--- config.mk ---
export PLATFORM = sky130hd
export DESIGN_NAME = chimera_clu_iso_seq_flat
export DESIGN_NICKNAME = d
export VERILOG_FILES = /design/src/rtl/chimera_clu_iso_if.sv /design/src/rtl/chimera_clu_iso_seq.sv /design/src/flat_wrapper.sv
export SDC_FILE = /design/constraint.sdc
export NUM_CORES = 1
export LEC_CHECK = 0
export ABC_AREA = 1
export BUFFER_PORTS_ARGS = -buffer_cell sky130_fd_sc_hd__clkbuf_2
export CORE_ASPECT_RATIO = 1.75
export CORE_MARGIN = 5
export CORE_UTILIZATION = 62
export CTS_BUF_LIST = sky130_fd_sc_hd__clkbuf_8
export DETAILED_ROUTE_END_ITERATION = 10
export PLACE_DENSITY = 0.95
export SYNTH_ARGS = -nofsm -noshare
export SYNTH_HDL_FRONTEND = slang
export SYNTH_SLANG_ARGS = --single-unit
export TNS_END_PERCENT = 5
--- constraint.sdc ---
create_clock -name clk_i -period 3.6 [get_ports clk_i]
set_clock_uncertainty 0.1 [all_clocks]
set_input_delay 0.54 -clock clk_i [delete_from_list [all_inputs] [get_ports clk_i]]
set_output_delay 0.54 -clock clk_i [all_outputs]
set_load 0.02 [all_outputs]
--- src/rtl/chimera_clu_iso_if.sv ---
// Isolation sequencer bus: cluster requests, per-port isolate/isolated handshake and status.
// Master is the requesting/isolator side, slave is the sequencer.
interface chimera_clu_iso_if #(
  parameter int unsigned NumClusters = 5,
  parameter int unsigned NumPorts    = 4
);
  logic [NumClusters-1:0]          iso_req_i;
  logic [NumClusters*NumPorts-1:0] port_isolate_o;
  logic [NumClusters*NumPorts-1:0] port_isolated_i;
  logic [NumClusters-1:0]          clu_clk_en_o;
  logic [NumClusters-1:0]          isolated_o;
  logic [NumClusters-1:0]          busy_o;
  logic [NumClusters-1:0]          timeout_o;
  logic [NumClusters-1:0]          timeout_clr_i;

  modport master (
    output iso_req_i, port_isolated_i, timeout_clr_i,
    input  port_isolate_o, clu_clk_en_o, isolated_o, busy_o, timeout_o
  );

  modport slave (
    input  iso_req_i, port_isolated_i, timeout_clr_i,
    output port_isolate_o, clu_clk_en_o, isolated_o, busy_o, timeout_o
  );
endinterface

--- src/rtl/chimera_clu_iso_seq.sv ---
// Per-cluster isolation sequencer: isolate ports, wait for acks, gate clock; reverse on release.
// One Moore FSM, one saturating cycle counter and one sticky timeout flag per cluster.
//
//   state       | meaning
//   ST_RUN      | cluster running, ports open, clock on
//   ST_DRAIN    | ports asked to isolate, waiting for all acks
//   ST_ISOLATED | all ports isolated, cluster clock gated
//   ST_WAKE     | clock back on for WakeCycles, ports still isolated
//   ST_RELEASE  | ports de-isolated, waiting for all acks to drop
module chimera_clu_iso_seq #(
  parameter int unsigned NumClusters   = 5,
  parameter int unsigned NumPorts      = 4,
  parameter int unsigned TimeoutCycles = 1024,
  parameter int unsigned WakeCycles    = 2,
  parameter int unsigned CntWidth      =
    $clog2(((TimeoutCycles > WakeCycles) ? TimeoutCycles : WakeCycles) + 1)
) (
  input logic              clk_i,
  input logic              rst_i,
  chimera_clu_iso_if.slave bus
);

  typedef enum logic [2:0] {
    ST_RUN,
    ST_DRAIN,
    ST_ISOLATED,
    ST_WAKE,
    ST_RELEASE
  } state_e;

  localparam logic [CntWidth-1:0] CntMax   = '1;
  localparam logic [CntWidth-1:0] WakeLast = CntWidth'(WakeCycles - 1);
  localparam logic [CntWidth-1:0] TmoLast  =
    CntWidth'((TimeoutCycles > 0) ? TimeoutCycles - 1 : 0);
  localparam bit TmoEn = (TimeoutCycles > 0);

  state_e                state_q [NumClusters];
  state_e                state_d [NumClusters];
  logic   [CntWidth-1:0] cnt_q   [NumClusters];
  logic   [CntWidth-1:0] cnt_d   [NumClusters];
  logic [NumClusters-1:0] timeout_q, timeout_d;

  logic [NumClusters*NumPorts-1:0] port_iso;
  logic [NumClusters-1:0]          clk_en, isolated, busy;

  always_comb begin
    timeout_d = timeout_q;
    for (int c = 0; c < NumClusters; c++) begin
      state_d[c] = state_q[c];
      unique case (state_q[c])
        ST_RUN:      if (bus.iso_req_i[c]) state_d[c] = ST_DRAIN;
        // completion is checked before abort so a coincident drop still isolates
        ST_DRAIN: begin
          if (&bus.port_isolated_i[c*NumPorts +: NumPorts]) state_d[c] = ST_ISOLATED;
          else if (!bus.iso_req_i[c])                        state_d[c] = ST_RELEASE;
        end
        ST_ISOLATED: if (!bus.iso_req_i[c]) state_d[c] = ST_WAKE;
        ST_WAKE:     if (cnt_q[c] == WakeLast) state_d[c] = ST_RELEASE;
        ST_RELEASE:  if (~|bus.port_isolated_i[c*NumPorts +: NumPorts]) state_d[c] = ST_RUN;
        default:     state_d[c] = ST_RUN;
      endcase

      cnt_d[c] = cnt_q[c];
      if (state_d[c] != state_q[c]) begin
        cnt_d[c] = '0;
      end else if ((state_q[c] inside {ST_DRAIN, ST_WAKE, ST_RELEASE}) &&
                   (cnt_q[c] != CntMax)) begin
        cnt_d[c] = cnt_q[c] + 1'b1;
      end

      // expiry lands on the same edge the counter reaches TimeoutCycles; set beats clear
      if (bus.timeout_clr_i[c]) timeout_d[c] = 1'b0;
      if (TmoEn && (state_q[c] inside {ST_DRAIN, ST_RELEASE}) &&
          (state_d[c] == state_q[c]) && (cnt_q[c] == TmoLast)) begin
        timeout_d[c] = 1'b1;
      end
    end
  end

  always_ff @(posedge clk_i) begin
    if (rst_i) begin
      for (int c = 0; c < NumClusters; c++) begin
        state_q[c] <= ST_RUN;
        cnt_q[c]   <= '0;
      end
      timeout_q <= '0;
    end else begin
      for (int c = 0; c < NumClusters; c++) begin
        state_q[c] <= state_d[c];
        cnt_q[c]   <= cnt_d[c];
      end
      timeout_q <= timeout_d;
    end
  end

  always_comb begin
    port_iso = '0;
    clk_en   = '1;
    isolated = '0;
    busy     = '0;
    for (int c = 0; c < NumClusters; c++) begin
      port_iso[c*NumPorts +: NumPorts] =
        {NumPorts{state_q[c] inside {ST_DRAIN, ST_ISOLATED, ST_WAKE}}};
      clk_en[c]   = (state_q[c] != ST_ISOLATED);
      isolated[c] = (state_q[c] == ST_ISOLATED);
      busy[c]     = (state_q[c] inside {ST_DRAIN, ST_WAKE, ST_RELEASE});
    end
  end

  assign bus.port_isolate_o = port_iso;
  assign bus.clu_clk_en_o   = clk_en;
  assign bus.isolated_o     = isolated;
  assign bus.busy_o         = busy;
  assign bus.timeout_o      = timeout_q;

endmodule

--- src/flat_wrapper.sv ---
// flat-port wrapper written by rule: the top's interface ports become plain ports
module chimera_clu_iso_seq_flat 
#(
  parameter int unsigned NumClusters   = 5,
  parameter int unsigned NumPorts      = 4,
  parameter int unsigned TimeoutCycles = 1024,
  parameter int unsigned WakeCycles    = 2,
  parameter int unsigned CntWidth      =
    $clog2(((TimeoutCycles > WakeCycles) ? TimeoutCycles : WakeCycles) + 1)
)
  (clk_i, rst_i, bus_iso_req_i, bus_port_isolated_i, bus_timeout_clr_i, bus_port_isolate_o, bus_clu_clk_en_o, bus_isolated_o, bus_busy_o, bus_timeout_o);
  chimera_clu_iso_if #(.NumClusters(NumClusters), .NumPorts(NumPorts)) bus_i ();
  input logic clk_i;
  input logic rst_i;
  input wire logic [$bits(bus_i.iso_req_i)-1:0] bus_iso_req_i;
  input wire logic [$bits(bus_i.port_isolated_i)-1:0] bus_port_isolated_i;
  input wire logic [$bits(bus_i.timeout_clr_i)-1:0] bus_timeout_clr_i;
  output wire logic [$bits(bus_i.port_isolate_o)-1:0] bus_port_isolate_o;
  output wire logic [$bits(bus_i.clu_clk_en_o)-1:0] bus_clu_clk_en_o;
  output wire logic [$bits(bus_i.isolated_o)-1:0] bus_isolated_o;
  output wire logic [$bits(bus_i.busy_o)-1:0] bus_busy_o;
  output wire logic [$bits(bus_i.timeout_o)-1:0] bus_timeout_o;
  assign bus_i.iso_req_i = bus_iso_req_i;
  assign bus_i.port_isolated_i = bus_port_isolated_i;
  assign bus_i.timeout_clr_i = bus_timeout_clr_i;
  assign bus_port_isolate_o = bus_i.port_isolate_o;
  assign bus_clu_clk_en_o = bus_i.clu_clk_en_o;
  assign bus_isolated_o = bus_i.isolated_o;
  assign bus_busy_o = bus_i.busy_o;
  assign bus_timeout_o = bus_i.timeout_o;
  chimera_clu_iso_seq #(.NumClusters(NumClusters), .NumPorts(NumPorts), .TimeoutCycles(TimeoutCycles), .WakeCycles(WakeCycles), .CntWidth(CntWidth)) u_core (.clk_i(clk_i), .rst_i(rst_i), .bus(bus_i));
endmodule
# Word level (Yosys, flattened, before mapping)
# Memories as Yosys holds them, arrays and structs flattened.
# Index checks and enable logic that the tools add are counted.
# word_totals
output_inout_bits	40
mem_bits_rw	70
inputBits	32
register_bits	5
n_memories	2
wordCells	190
# op_classes
addsub	5
n_reduce_logical	50
bitwise_logic	10
mux	68
eq_ne	50
# mem_list
name	depth	word_bits	read_ports	rd_ports_with_merged_regs	write_ports	line_no	source
u_core.cnt_q	5	11	5	0	5	chimera_clu_iso_seq.sv:39	logic [CntWidth-1:0] cnt_q [NumClusters];
u_core.state_q	5	3	5	0	5	chimera_clu_iso_seq.sv:37	state_e state_q [NumClusters];
# op_table
operator	count
2-to-1 mux 11 bit	15
2-to-1 mux 3 bit	35
case mux 3 bit (5 select lines)	5
adder 11 x 1 -> 11 bit (second input constant)	5
== test 11 x 1 -> 1 bit (second input constant)	5
== test 11 x 10 -> 1 bit (second input constant)	5
inequality test 11 bit (second input constant)	5
== test 3 x 2 -> 1 bit (second input constant)	10
nonzero test 3 bit	10
AND reduction 4 bit	5
nonzero test 2 bit	10
OR reduction 4 bit	5
== test 3 x 1 -> 1 bit (second input constant)	5
== test 3 bit	5
== test 3 bit (second input constant)	5
logical AND 1 bit	15
logical NOT 3 bit	5
inequality test 3 x 2 -> 1 bit (second input constant)	5
inequality test 3 bit	5
2-to-1 mux 1 bit	13
OR 1 bit	10

# Longest topological paths before layout
# logic_depth
ltp_word	7
ltp_mapped	13
mapped_depth_nobuf	12

# Worst setup path after synthesis
# OpenSTA, ideal clock, no wires.
# synth_path
path_type	register to output
from	mem u_core.state_q[0][7] in the netlist's numbering
to	out bus_port_isolate_o[10]
required_ps	2960
arrival_time_ps	1073
path_stages_with_launch	4
slack_ps	1887
n_path_buf	1
path_cell_list	dfxtp_1 -> nor2_1 -> nor2_1 -> buf_4
# synth_lines
element	line_no	source
start, declared	chimera_clu_iso_seq.sv:37	
end, declared	flat_wrapper.sv:18	output wire logic [$bits(bus_i.port_isolate_o)-1:0] bus_port_isolate_o;

==> flow_summary.toml <==
[outcome]
status = "completed"

[global_routing]
top_usage_layer = "met2"
grt_max_degree = 17
grt-ovfl-total = 0
grt_pass1_wl_mm = 18.8
grt_pass1_vias = 4603
grt_util_met3_pct = 5.13
grt.met2_usage_pct = 40.7
grt_antenna_before_repair = 0
track_usage_pct = 22.7
met1_usage_pct = 23.6

[setup_path]
crit_path_start_kind = "flop"
worstSetupPathType = "reg2reg"
cp.arrival_ns = 2.35
critPathMostFrequentCell = "nand2_1"
crit_chain = "ha_1 -> inv_1 -> nor2_1 -> nand2_1 -> o21ai_1 -> nand2_1 -> nand2_1 -> nand2_1 -> nor2_2 -> nand2_1 -> nor2_1"
cpLargestDelayFamily = "simple AND/OR/NAND/NOR gates"
max_stage_delay_ns = 0.43
cp.required_ns = 3.80
cpMaxStageDelayCell = "dfxtp_1"
crit_path_end_kind = "flop"
worstPathMaxFanout = 11
cp_num_buf_inv = 1

[clock_network]
ctsHtreeMaxLevel = 3
tritoncts = "yes"
clk-insertion-delay-late_ns = 0.37
clockRootBuffer = "clkbuf_8"
numCtsBuffers = 9
postCtsSetupRepairBufs = 0
clk_pin_slew_worst_paths_ns = 0.08
clock_path_buffers = 2
cts_sinks = 75
hold_buffers = 0
cts_resized = 0

[cells_and_area]
finalInstanceArea_mm2 = 0.00539
drive_gt1_share_pct = 21.0
final_core_util_pct = 68.6
final_nets = 853
diodes = 0
syn_to_final_growth_pct = 9.81
final_cell_mix = "nand2_1 (161), nor2_1 (124), inv_1 (91)"
final_common_cell = "nand2_1"
instances_no_fill = 905

[timing]
relSlewSlack_pct = 60.8
holdWs_ns = 0.328
drv_slew = 0
rsz0062_at_grt = "false"
finalHoldViolCount = 0
finalCriticalPeriod_ns = 2.15
fin_crit_sh_pct = 59.8
setup_ws_ns = 1.45
setup_violations = 0
setup_tns_ns = 0
fmax_mhz = 464
worst_pin_slew_ns = 0.586

[logic_synthesis]
synth.distinct_cells = 35
syn_avg_cell_area_um2 = 6.54
synth_warnings = 0
synth_nets = 793
syn_area_mm2 = 0.00491
syn-instance-count = 751
yosysSeqAreaShare_pct = 30.6
synth_seq_cells = 75

[placement]
place_ws_ns = 1.43
gp_congestion = 0.945
placed_area_mm2 = 0.00521
dp_hpwl_mm = 8.49
port_buffers = 71
placedCellCount = 890

[route]
first_pass_iters = 5
drtAntennaViolNets = 0
wire_per_inst_um = 12.3
drtIter0Drc = 287
vias = 4833
viasPerCell = 5.34
wirelength_mm = 11.1
drc = 0

[power]
comb_power_share_pct = 16.3
clkPwrFrac_pct = 34.4
switchingPower_uw = 525
intPower_mw = 1.23
power_mw = 1.75
seq_power_share_pct = 49.4
vdd_ir_drop_max_mv = 0.280
pwr_density_cell_mw_per_mm2 = 325
power_leakage_nw = 2.32
netSwitchingFraction_pct = 30.0

[floorplan]
pin_count = 72
rows = 43
die_w_um = 77.3
design.die.area_mm2 = 0.00987
die_y_um = 128
core_area_mm2 = 0.00786
initial_core_util_pct = 62.5

[min_path]
min_path_type = "in2reg"

[job]
maxCapViolations = 0
==> final timing paths <==
| kind | startpoint | endpoint | slack, ns | depth (start not counted) |
|---|---|---|---|---|
| max reg2reg | u_core.cnt_q[0][33]$_SDFFE_PP0P_ | u_core.cnt_q[0][40]$_SDFFE_PP0P_ | 1.45 | 11 |
| max | u_core.cnt_q[0][33]$_SDFFE_PP0P_ | u_core.cnt_q[0][40]$_SDFFE_PP0P_ | 1.45 | 11 |
| min | bus_timeout_clr_i[0] | u_core.bus.timeout_o[0]$_SDFFE_PP0P_ | 0.33 | 3 |
| min reg2reg | u_core.bus.timeout_o[0]$_SDFFE_PP0P_ | u_core.bus.timeout_o[0]$_SDFFE_PP0P_ | 0.37 | 2 |
==> power by group through the flow <==
stage | Clock, mW | Combinational (mW) | Sequential [mW]
finish | 0.602 | 0.285 | 0.865
global route | 0.651 | 0.316 | 0.867
global placement | 0 | 0.278 | 0.883
CTS | 0.613 | 0.285 | 0.864
floorplan | 0 | 0.231 | 0.879
detailed placement | 0 | 0.284 | 0.884
==> sequential cells by signal, indices dropped and copies added (netlist names) <==
| signal | cells |
|---|---|
| u_core.cnt_q | 55 |
| u_core.state_q | 15 |
| u_core.bus.timeout_o | 5 |
==> worst min-delay path, delay by kind of cell <==
kind	cells	cell delay, ns
AND/OR/NAND/NOR	2	0.14
buffers and inverters	1	0.07
==> synthesized netlist by cell type <==
master	count	share of area, %
nand2_1	161	12
nor2_1	124	9.5
inv_1	89	6.8
dfxtp_1	75	31
nand3_1	48	4.9
nor2_2	40	5.1
xor2_1	36	6.4
a21oi_1	24	2.4
nor3_1	18	1.8
o21ai_0	17	1.7
buf_4	15	2.3
inv_2	15	1.1
ha_1	10	2.5
nand4_1	10	1.3
and2_1	7	0.89
nand3_2	7	1.4
o21ai_2	6	1.1
a21oi_2	5	0.89
nand2_2	5	0.64
nand3b_1	5	0.76
o21ai_1	5	0.51
xnor2_1	5	0.89
a31oi_1	4	0.51
nor3_2	4	0.82
buf_6	3	0.69
a211oi_1	2	0.31
clkbuf_1	2	0.15
nor3b_1	2	0.31
a31o_2	1	0.18
buf_2	1	0.10
clkbuf_4	1	0.15
inv_4	1	0.13
nand2_4	1	0.23
nor2_4	1	0.23
nor3b_2	1	0.25
==> area by class of cell <==
| cell class | instances | area (um2) |
|---|---|---|
| clock buffer | 12 | 165 |
| clock inverter | 3 | 15.0 |
| fill | 654 | 2460 |
| inverter | 105 | 397 |
| multi-input combinational | 549 | 2850 |
| sequential | 75 | 1500 |
| tap | 90 | 113 |
| timing repair buffer | 71 | 355 |
==> kinds of logic (layout without fill, tap and decap cells) <==
group	Yosys count	in the layout	share of synthesized area [%]
xor+xnor	41	41	7.31
simple gates	434	434	40.4
compound gates	64	64	7.65
buf+inv	127	191	11.5
fa+ha+maj	10	10	2.55
flops	75	75	30.6
==> metal layers <==
metal,part of all wire [%],wire (um),vias up
li1,-,-,2452
met1,37,4160,2183
met2,53,5920,159
met3,5.4,599,39
met4,4.0,440,0
met5,0,0,-
Note: power is estimated with default switching activity, not from simulation.
